$ cat config.mk
export PLATFORM = sky130hd
export DESIGN_NAME = exec_unit
export DESIGN_NICKNAME = d
export VERILOG_FILES = /design/src/rtl/exec_unit_pkg.sv /design/src/rtl/exec_unit_mul_seq.sv /design/src/rtl/exec_unit.sv
export SDC_FILE = /design/constraint.sdc
export NUM_CORES = 1
export LEC_CHECK = 0
export ABC_CLOCK_PERIOD_IN_PS = 3750
export CAP_MARGIN = 20
export CORE_MARGIN = 2
export CORE_UTILIZATION = 30
export DETAILED_ROUTE_END_ITERATION = 10
export PLACE_DENSITY = 0.57
export SYNTH_ARGS = -nofsm -noshare
export SYNTH_HDL_FRONTEND = slang
export SYNTH_SLANG_ARGS = --single-unit
export TNS_END_PERCENT = 100
$ cat constraint.sdc
create_clock -name Clk -period 3.75 [get_ports Clk]
set_input_delay 0.75 -clock Clk [delete_from_list [all_inputs] [get_ports Clk]]
set_output_delay 0.75 -clock Clk [all_outputs]
set_load 0.02 [all_outputs]
$ cat src/rtl/exec_unit_pkg.sv
// Shared type definitions for the execute stage.
//   op_t         : 3-bit ALU operation code driven on exec_unit.Op
//   exec_state_t : execute-stage sequencer states
package exec_unit_pkg;

    typedef enum logic [2:0] {
        kADD   = 3'b000,
        kSUB   = 3'b001,
        kAND   = 3'b010,
        kXOR   = 3'b011,
        kSHL   = 3'b100,
        kSHR   = 3'b101,
        kMUL   = 3'b110,
        kPASSB = 3'b111
    } op_t;

    typedef enum logic [1:0] {
        IDLE = 2'd0,
        MUL  = 2'd1,
        DONE = 2'd2
    } exec_state_t;

endpackage

$ cat src/rtl/exec_unit_mul_seq.sv
// Iterative unsigned shift-add multiplier used by exec_unit for Op MUL.
// Ports:
//   Clk, Reset : clock, synchronous active-high reset
//   Go         : load A/B, clear accumulator and bit counter
//   A, B       : multiplicand / multiplier (sampled only on Go)
//   Last       : high while the final partial product is being added
//   Product    : accumulator plus the current partial product; equals the
//                full 2W-bit product while Last is high
module mul_seq
    import exec_unit_pkg::*;
#(
    parameter int unsigned W = 8
) (
    input  logic           Clk,
    input  logic           Reset,
    input  logic           Go,
    input  logic [W-1:0]   A,
    input  logic [W-1:0]   B,
    output logic           Last,
    output logic [2*W-1:0] Product
);

    localparam int unsigned CW = (W > 1) ? $clog2(W) : 1;

    logic [W-1:0]   a_q, a_d;
    logic [W-1:0]   b_q, b_d;
    logic [2*W-1:0] acc_q, acc_d;
    logic [CW-1:0]  count_q, count_d;
    logic [2*W-1:0] addend;

    always_comb begin
        addend = '0;
        if (b_q[count_q]) begin
            addend = {{W{1'b0}}, a_q} << count_q;
        end
        // Product is combinational so the owner can capture the final
        // product on the same edge that adds the last partial product.
        Product = acc_q + addend;
        Last    = (count_q == CW'(W - 1));

        a_d     = a_q;
        b_d     = b_q;
        acc_d   = Product;
        count_d = Last ? '0 : count_q + CW'(1);
        if (Go) begin
            a_d     = A;
            b_d     = B;
            acc_d   = '0;
            count_d = '0;
        end
    end

    always_ff @(posedge Clk) begin
        if (Reset) begin
            a_q     <= '0;
            b_q     <= '0;
            acc_q   <= '0;
            count_q <= '0;
        end else begin
            a_q     <= a_d;
            b_q     <= b_d;
            acc_q   <= acc_d;
            count_q <= count_d;
        end
    end

endmodule

$ cat src/rtl/exec_unit.sv
// Execute stage: one ALU operation per accepted Start, registered Result
// and a one-cycle Done strobe (register file write enable).
// Ports:
//   Clk, Reset         : clock, synchronous active-high reset
//   Start, Op          : request and operation code (sampled when not Busy)
//   OperandA, OperandB : register file reads R1 / R2
//   Result, CarryOut   : registered result and carry/borrow/shift-out/overflow
//   Zero               : Result == 0
//   Busy               : MUL iterating
//   Done               : one-cycle completion strobe
// Build option: define EXEC_MUL_EN to build the iterative multiplier;
// otherwise Op MUL completes in one cycle with Result 0, CarryOut 1.
module exec_unit
    import exec_unit_pkg::*;
#(
    parameter int unsigned W = 8
) (
    input  logic         Clk,
    input  logic         Reset,
    input  logic         Start,
    input  op_t          Op,
    input  logic [W-1:0] OperandA,
    input  logic [W-1:0] OperandB,
    output logic [W-1:0] Result,
    output logic         CarryOut,
    output logic         Zero,
    output logic         Busy,
    output logic         Done
);

    exec_state_t  state_q, state_d;
    logic [W-1:0] result_q, result_d;
    logic         carry_q, carry_d;

    logic [W-1:0] alu_res;
    logic         alu_carry;
    logic [W:0]   sum;
    logic [W:0]   diff;

`ifdef EXEC_MUL_EN
    logic           mul_go;
    logic           mul_last;
    logic [2*W-1:0] mul_product;

    mul_seq #(.W(W)) u_mul_seq (
        .Clk     (Clk),
        .Reset   (Reset),
        .Go      (mul_go),
        .A       (OperandA),
        .B       (OperandB),
        .Last    (mul_last),
        .Product (mul_product)
    );
`endif

    always_comb begin
        sum       = {1'b0, OperandA} + {1'b0, OperandB};
        diff      = {1'b0, OperandA} - {1'b0, OperandB};
        alu_res   = '0;
        alu_carry = 1'b0;
        case (Op)
            kADD:   begin alu_res = sum[W-1:0];        alu_carry = sum[W];         end
            kSUB:   begin alu_res = diff[W-1:0];       alu_carry = diff[W];        end
            kAND:   begin alu_res = OperandA & OperandB;                           end
            kXOR:   begin alu_res = OperandA ^ OperandB;                           end
            kSHL:   begin alu_res = OperandA << 1;     alu_carry = OperandA[W-1];  end
            kSHR:   begin alu_res = OperandA >> 1;     alu_carry = OperandA[0];    end
            // Single-cycle MUL means the multiplier is not built: flag it.
            kMUL:   begin alu_res = '0;                alu_carry = 1'b1;           end
            kPASSB: begin alu_res = OperandB;                                      end
            default: ;
        endcase
    end

    always_comb begin
        state_d  = state_q;
        result_d = result_q;
        carry_d  = carry_q;
`ifdef EXEC_MUL_EN
        mul_go   = 1'b0;
`endif
        case (state_q)
            IDLE, DONE: begin
                state_d = IDLE;
                if (Start) begin
`ifdef EXEC_MUL_EN
                    if (Op == kMUL) begin
                        mul_go  = 1'b1;
                        state_d = MUL;
                    end else begin
                        result_d = alu_res;
                        carry_d  = alu_carry;
                        state_d  = DONE;
                    end
`else
                    result_d = alu_res;
                    carry_d  = alu_carry;
                    state_d  = DONE;
`endif
                end
            end
`ifdef EXEC_MUL_EN
            MUL: begin
                if (mul_last) begin
                    result_d = mul_product[W-1:0];
                    carry_d  = |mul_product[2*W-1:W];
                    state_d  = DONE;
                end
            end
`endif
            default: state_d = IDLE;
        endcase
    end

    always_ff @(posedge Clk) begin
        if (Reset) begin
            state_q  <= IDLE;
            result_q <= '0;
            carry_q  <= 1'b0;
        end else begin
            state_q  <= state_d;
            result_q <= result_d;
            carry_q  <= carry_d;
        end
    end

    assign Result   = result_q;
    assign CarryOut = carry_q;
    assign Zero     = (result_q == '0);
    assign Done     = (state_q == DONE);
`ifdef EXEC_MUL_EN
    assign Busy     = (state_q == MUL);
`else
    assign Busy     = 1'b0;
`endif

endmodule

==> run_results.csv, run 1 <==
group,metric,value,unit
run_status,status,"completed",
power_and_ir_drop,pwr-share-clk,23.0,%
sta,hold_viol,0,
critical_path,endpoint_kind,"flop",
synth,synthMuxAreaShare,7.193,%
synth,synthSimpleGateAreaFrac,21.42,%
critical_path,r2r_start,"CarryOut",
critical_path,path_cells,"clkdlybuf4s50_1 > inv_1 > ha_1 > nor2b_1 > o31a_4 > nor4b_1 > o211ai_1 > a41oi_2",
synth,ys_types,60,
synth,synth_adder_area_share,15.01,%
floorplan,die_height,77.04,um
grt,grt_overflow,0,
synth,netlist_area,1600,um2
floorplan,boundaryPins,34,
place,gp_congestion,0.8447,
critical_path,setup.worst_path.class,"in -> reg",
synth,yosysWarningCount,0,
layout,drive_above_1_share,9.914,%
floorplan,num_rows,26,
routing,drt_iter0_markers,100,
floorplan,die_x,77.04,um
layout,layout_commonest_cell,"clkdlybuf4s50_1",
routing,firstDrtPassIters,4,
layout,layout.nets,274,
critical_path,startpoint,"OperandB[1]",
power_and_ir_drop,leakagePower,0.8056,nW
clock_tree,clock_latency,0.23,ns
synth,synth_top_flop_cell,"dfxtp_1",
clock_tree,post_cts_buffers,0,
critical_path,cp.required,3.91,ns
sta,slew_headroom,50.71,%
layout,n_fill_cell,559,
clock_tree,cts_resized,0,
layout,final_cell_count_no_fill,302,
critical_path,slowest_stage,"clkdlybuf4s50_1",
grt,grt_pass1_wl,7.976,mm
power_and_ir_drop,p_int,0.2973,mW
clock_tree,cts_tree,"yes",
routing,routed_wirelength,4.713,mm
flow_run,drv_cap,0,
sta,finalSetupViolations,0,
worst_hold_path,min_from,"Result[2]",
clock_tree,root_buffer,"clkbuf_8",
sta,worstMarginPinSlew,0.7370,ns
place,dp_hpwl,3.714,mm
synth,synth-xor-area-share,1.642,%
floorplan,start_util,31.13,%
clock_tree,clock_path_buffers,2,
sta,rsz0062_at_grt,"no",
power_and_ir_drop,worst_ir_drop_vdd,95.58,uV
layout,layout_common_cells,"clkdlybuf4s50_1, ha_1, inv_1, nor2_1",
sta,layout_min_cycle_time,2.864,ns
routing,routedWlPerCell,15.61,um
routing,vias,1640,
synth,synth.yosys.seq_area_share,12.51,%
power_and_ir_drop,combPwrFrac,51.5,%
layout,n_antenna_cell,0,
synth,synth-compound-area-share,33.15,%
sta,tns,0,ns
synth,syn_inst,206,
routing,ant_nets,0,
layout,area_growth,25.80,%
worst_hold_path,hold_class,"reg -> reg",
place,port_buffers,32,
clock_tree,postCtsHoldBufs,0,
critical_path,crit_family,"compound AO/OA/AOI/OAI gates",
grt,grt_max_degree,21,
floorplan,die_area,5934,um2
grt,grt_antenna_before_repair,0,
synth,synth_edf_count,0,
critical_path,crit_path_max_fanout,4,
power_and_ir_drop,swShare,37.06,%
critical_path,critPathLaunchType,"input port",
synth,yosys_register_bits,10,
place,dpl.cell_count,299,
routing,vias_per_cell,5.430,
routing,drc,0,
synth,async_flop_share,0,%
sta,fmax,349.2,MHz
critical_path,slowest_delay,0.56,ns
power_and_ir_drop,seq_power_share,25.4,%
floorplan,core,5140,um2
clock_tree,htreeDepth,1,
sta,fin_crit_sh,76.36,%
synth,synth_top_family_by_area,"compound AO/OA/AOI/OAI gates",
clock_tree,numCtsBuffers,3,
grt,grt_pass1_vias,1638,
critical_path,worstPathArrival,3.02,ns
clock_tree,path_clk_slew,0.05,ns
grt,gr-usage-all-layers,16.13,%
sta,finalClockSkew,0,ns
sta,slew_viol_final,0,
critical_path,crit_buf_inv,2,
synth,syn_avg_cell_area,7.768,um2
clock_tree,clock_sinks,10,
power_and_ir_drop,pwr_density_cell,234.6,nW/um2
synth,synth_fp_nets,246,
power_and_ir_drop,power.switching,0.1750,mW
==> power groups by stage <==
| stage | clock [mW] | sequential (mW) | combinational, mW |
|---|---|---|---|
| detailed placement | 0 | 0.122 | 0.241 |
| CTS | 0.112 | 0.120 | 0.242 |
| finish | 0.109 | 0.120 | 0.243 |
| floorplan | 0 | 0.132 | 0.150 |
| global route | 0.114 | 0.121 | 0.266 |
| global placement | 0 | 0.122 | 0.243 |
==> kinds of logic (layout without fill, tap and decap cells) <==
group           count (synthesis)  count (layout)
mux                            10              10
buf+inv                        32              58
simple gates                   64              64
flops                          10              10
xor+xnor                        3               3
other cells                     1               1
compound gates                 68              68
fa+ha+maj                      18              18
==> cell type report <==
| type | count | area (um2) | area share [%] |
|---|---|---|---|
| sequential | 10 | 200.2 | 9.944 |
| inverter | 18 | 67.56 | 3.356 |
| multi-input combinational | 164 | 1259 | 62.52 |
| timing repair buffer | 37 | 357.8 | 17.78 |
| tap | 70 | 87.58 | 4.351 |
| clock buffer | 3 | 41.29 | 2.051 |
==> per-stage QoR <==
stage	setup WS (ns)	utilization (%)	instance area [um2]	power, mW	hold WS [ns]
final	0.8864	39.17	2013	0.4723	0.4798
after global routing	0.7842	39.17	2013	0.5018	0.5117
after detailed placement	0.7042	38.36	1972	0.3635	0.4757
after CTS	0.9369	39.17	2013	0.4743	0.4839
after global placement	0.6573	38.36	1972	0.3645	0.4716
after floorplan	1.453	-	1600	0.2819	0.5510
==> registers in the layout, summed over array words and instances (netlist names) <==
register  cells
CarryOut      1
state_q       1
Result        8
==> worst min-delay path, cell delays in order, from the launching register on <==
cell      delay [ns]
dfxtp_1         0.31
nand2b_1        0.07
a21oi_1         0.05
==> worst paths after layout <==
path	to	slack, ns	cells after the start
max	Result[7]	0.89	8
min	Result[2]	0.48	2
max reg2reg	CarryOut	2.77	3
min reg2reg	Result[2]	0.48	2
==> per-layer routing <==
metal	share of wire (%)	vias up	wire length, um	global-route usage (%)
met5	0	-	0	0
met1	49	771	2315	23.12
met2	46	43	2174	25.88
met4	0.85	0	40	4.286
met3	3.9	4	183	1.412
li1	-	822	-	-
==> Yosys cell counts, types with 2 or more instances <==
cell	instances	area share, %
dfxtp_1	10	13
o221ai_1	3	1.6
nand2_1	10	2.3
fa_1	2	2.5
o21a_1	2	0.94
o21ai_0	7	2.2
a21oi_1	10	3.1
o21bai_1	3	1.4
inv_2	3	0.70
nand2b_1	6	2.3
a221oi_1	4	2.2
o311a_1	2	1.3
ha_1	16	13
buf_1	2	0.47
nor3_1	7	2.2
o22ai_1	2	0.78
a31oi_1	6	2.3
inv_1	15	3.5
nand3_1	5	1.6
mux2_2	2	1.4
mux2i_1	7	4.4
or3_1	3	1.2
and2_1	2	0.78
nor2_1	15	3.5
o31a_1	2	1.1
o211ai_1	2	0.94
buf_2	7	2.2
a21o_1	2	0.94
or4_1	3	1.4
clkbuf_1	2	0.47
nor2b_1	8	3.1
a22oi_1	2	0.94
a211oi_1	5	2.3
xnor2_1	3	1.6
(Power assumes the default switching activity.)
==> inputs of run 2 (changes only) <==
--- a/config.mk
+++ b/config.mk
@@ -5,7 +5,7 @@
 export SDC_FILE = /design/constraint.sdc
 export NUM_CORES = 1
 export LEC_CHECK = 0
-export ABC_CLOCK_PERIOD_IN_PS = 3750
+export ABC_CLOCK_PERIOD_IN_PS = 2800
 export CAP_MARGIN = 20
 export CORE_MARGIN = 2
 export CORE_UTILIZATION = 30
==> constraint.sdc (replaced) <==
create_clock -name Clk -period 2.8 [get_ports Clk]
set_input_delay 0.56 -clock Clk [delete_from_list [all_inputs] [get_ports Clk]]
set_output_delay 0.56 -clock Clk [all_outputs]
set_load 0.02 [all_outputs]
==> run 2 against run 1 <==
Total power grew 37%; sequential share of layout area shrank 0.38 points; worst hold slack is essentially flat; count of clock-buffer cells in the layout is the same; clock skew is the same; worst setup slack lost 0.62 ns; first-iteration DRC count grew 27%; critical path type unchanged.
==> run_results.csv, run 2 (synthesis gave the netlist of run 1 again) <==
group,metric,value,unit
sta,rsz0062_at_grt,"no",
routing,vias,1667,
layout,layout_commonest_cell,"clkdlybuf4s50_1",
clock_tree,cts_resized,0,
clock_tree,clock_sinks,10,
sta,finalSetupViolations,0,
clock_tree,clock_latency,0.23,ns
sta,layout_min_cycle_time,2.538,ns
critical_path,slowest_delay,0.62,ns
routing,drc,0,
critical_path,setup.worst_path.class,"in -> reg",
critical_path,startpoint,"OperandA[1]",
routing,firstDrtPassIters,4,
grt,grt_antenna_before_repair,0,
routing,drt_iter0_markers,127,
floorplan,boundaryPins,34,
place,dp_hpwl,3.777,mm
routing,ant_nets,0,
critical_path,endpoint_kind,"flop",
grt,gr-usage-all-layers,16.34,%
grt,grt_max_degree,29,
clock_tree,numCtsBuffers,3,
sta,tns,0,ns
critical_path,r2r_cells,3,
critical_path,crit_buf_inv,1,
critical_path,reg2reg_to,"CarryOut",
grt,grt_pass1_wl,8.004,mm
clock_tree,clock_path_buffers,2,
critical_path,endpoint,"Result[7]",
run_status,status,"completed",
sta,hold_viol,0,
sta,fin_crit_sh,90.65,%
critical_path,critPathLaunchType,"input port",
critical_path,regToRegSetupSlack,1.89,ns
sta,finalClockSkew,0,ns
power_and_ir_drop,worst_ir_drop_vdd,147.3,uV
power_and_ir_drop,pwr_density_cell,308.7,nW/um2
grt,grt_pass1_vias,1582,
clock_tree,root_buffer,"clkbuf_8",
critical_path,crit_path_max_fanout,5,
critical_path,worstPathArrival,2.70,ns
place,port_buffers,32,
layout,area_growth,30.81,%
critical_path,slowest_stage,"clkdlybuf4s50_1",
sta,slew_viol_final,0,
floorplan,die_height,77.04,um
clock_tree,htreeDepth,1,
floorplan,start_util,31.13,%
layout,layout.nets,283,
place,gp_congestion,0.9412,
critical_path,r2r_start,"CarryOut",
routing,vias_per_cell,5.360,
power_and_ir_drop,leakagePower,0.8547,nW
critical_path,path_cells,"clkdlybuf4s50_1 > ha_1 > nor2b_1 > o31a_4 > nor4b_1 > o211ai_1 > a41oi_2",
sta,setup_ws,0.2618,ns
flow_run,drv_cap,0,
clock_tree,postCtsHoldBufs,0,
layout,final_core_util,40.73,%
floorplan,core,5140,um2
place,preCtsSetupSlack,0.04515,ns
worst_hold_path,hold_class,"reg -> reg",
clock_tree,path_clk_slew,0.04,ns
layout,n_antenna_cell,0,
critical_path,critical_path_depth,7,
floorplan,num_rows,26,
critical_path,cp.required,2.96,ns
power_and_ir_drop,total_power,0.6462,mW
clock_tree,post_cts_buffers,0,
critical_path,crit_family,"compound AO/OA/AOI/OAI gates",
sta,fmax,394.0,MHz
floorplan,die_area,5934,um2
routing,routedWlPerCell,15.13,um
floorplan,die_x,77.04,um
layout,layout_common_cells,"clkdlybuf4s50_1, ha_1, inv_1, nor2_1, buf_4",
layout,largest_register_ff_count,8,
layout,n_fill_cell,550,
layout,drive_above_1_share,13.28,%
routing,routed_wirelength,4.705,mm
clock_tree,cts_tree,"yes",
grt,grt_overflow,0,
[run 2: cell count changes in the layout (fill, tap and decap cells not counted)]
cell    delta
buf_4      +8
buf_12     +1
[run 2: worst reg2reg max path, cell delays in order (launching register included)]
cell,delay (ns)
dfxtp_1,0.34
nor2_1,0.05
a311o_1,0.32
a31oi_1,0.13
[run 2: cell type report]
cell class	instances	area (um2)	area share, %
well taps	70	87.58	4.184
inverters	18	67.56	3.228
flip-flops and latches	10	200.2	9.564
multi-input cells	164	1259	60.13
repair buffers	46	437.9	20.92
clock buffers	3	41.29	1.973
[run 2: layer usage]
layer / global-route usage [%] / part of all wire, % / vias to the layer above
met5: 0 / 0 / -
met4: 5.000 / 1.1 / 0
met3: 2.000 / 5.0 / 6
met2: 26.23 / 45 / 45
met1: 22.79 / 49 / 780
li1: - / - / 836
[run 2: worst min-delay path by stage]
stage          startpoint         to  slack, ns  depth (start not counted)
6_report        Result[2]  Result[2]       0.48                          2
5_1_grt         Result[1]  Result[1]       0.51                          2
4_1_cts         Result[2]  Result[2]       0.48                          2
3_5_place_dp    Result[2]  Result[2]       0.48                          2
3_3_place_gp    Result[2]  Result[2]       0.47                          2
2_1_floorplan   Result[2]  Result[2]       0.55                          2
[run 2: where the power goes]
| group | total, mW | switching, mW | internal [mW] | leakage, nW |
|---|---|---|---|---|
| clock | 0.145 | 0.0516 | 0.0937 | 0.0216 |
| combinational | 0.340 | 0.178 | 0.162 | 0.750 |
| sequential | 0.161 | 0.00712 | 0.154 | 0.0828 |
[run 2: through the flow]
step                      hold WS, ns  instances  area [um2]
after floorplan                0.5510        206        1600
final                          0.4802        311        2093
after global placement         0.4720        308        2052
after global routing           0.5115        311        2093
after CTS                      0.4828        311        2093
after detailed placement       0.4764        308        2052
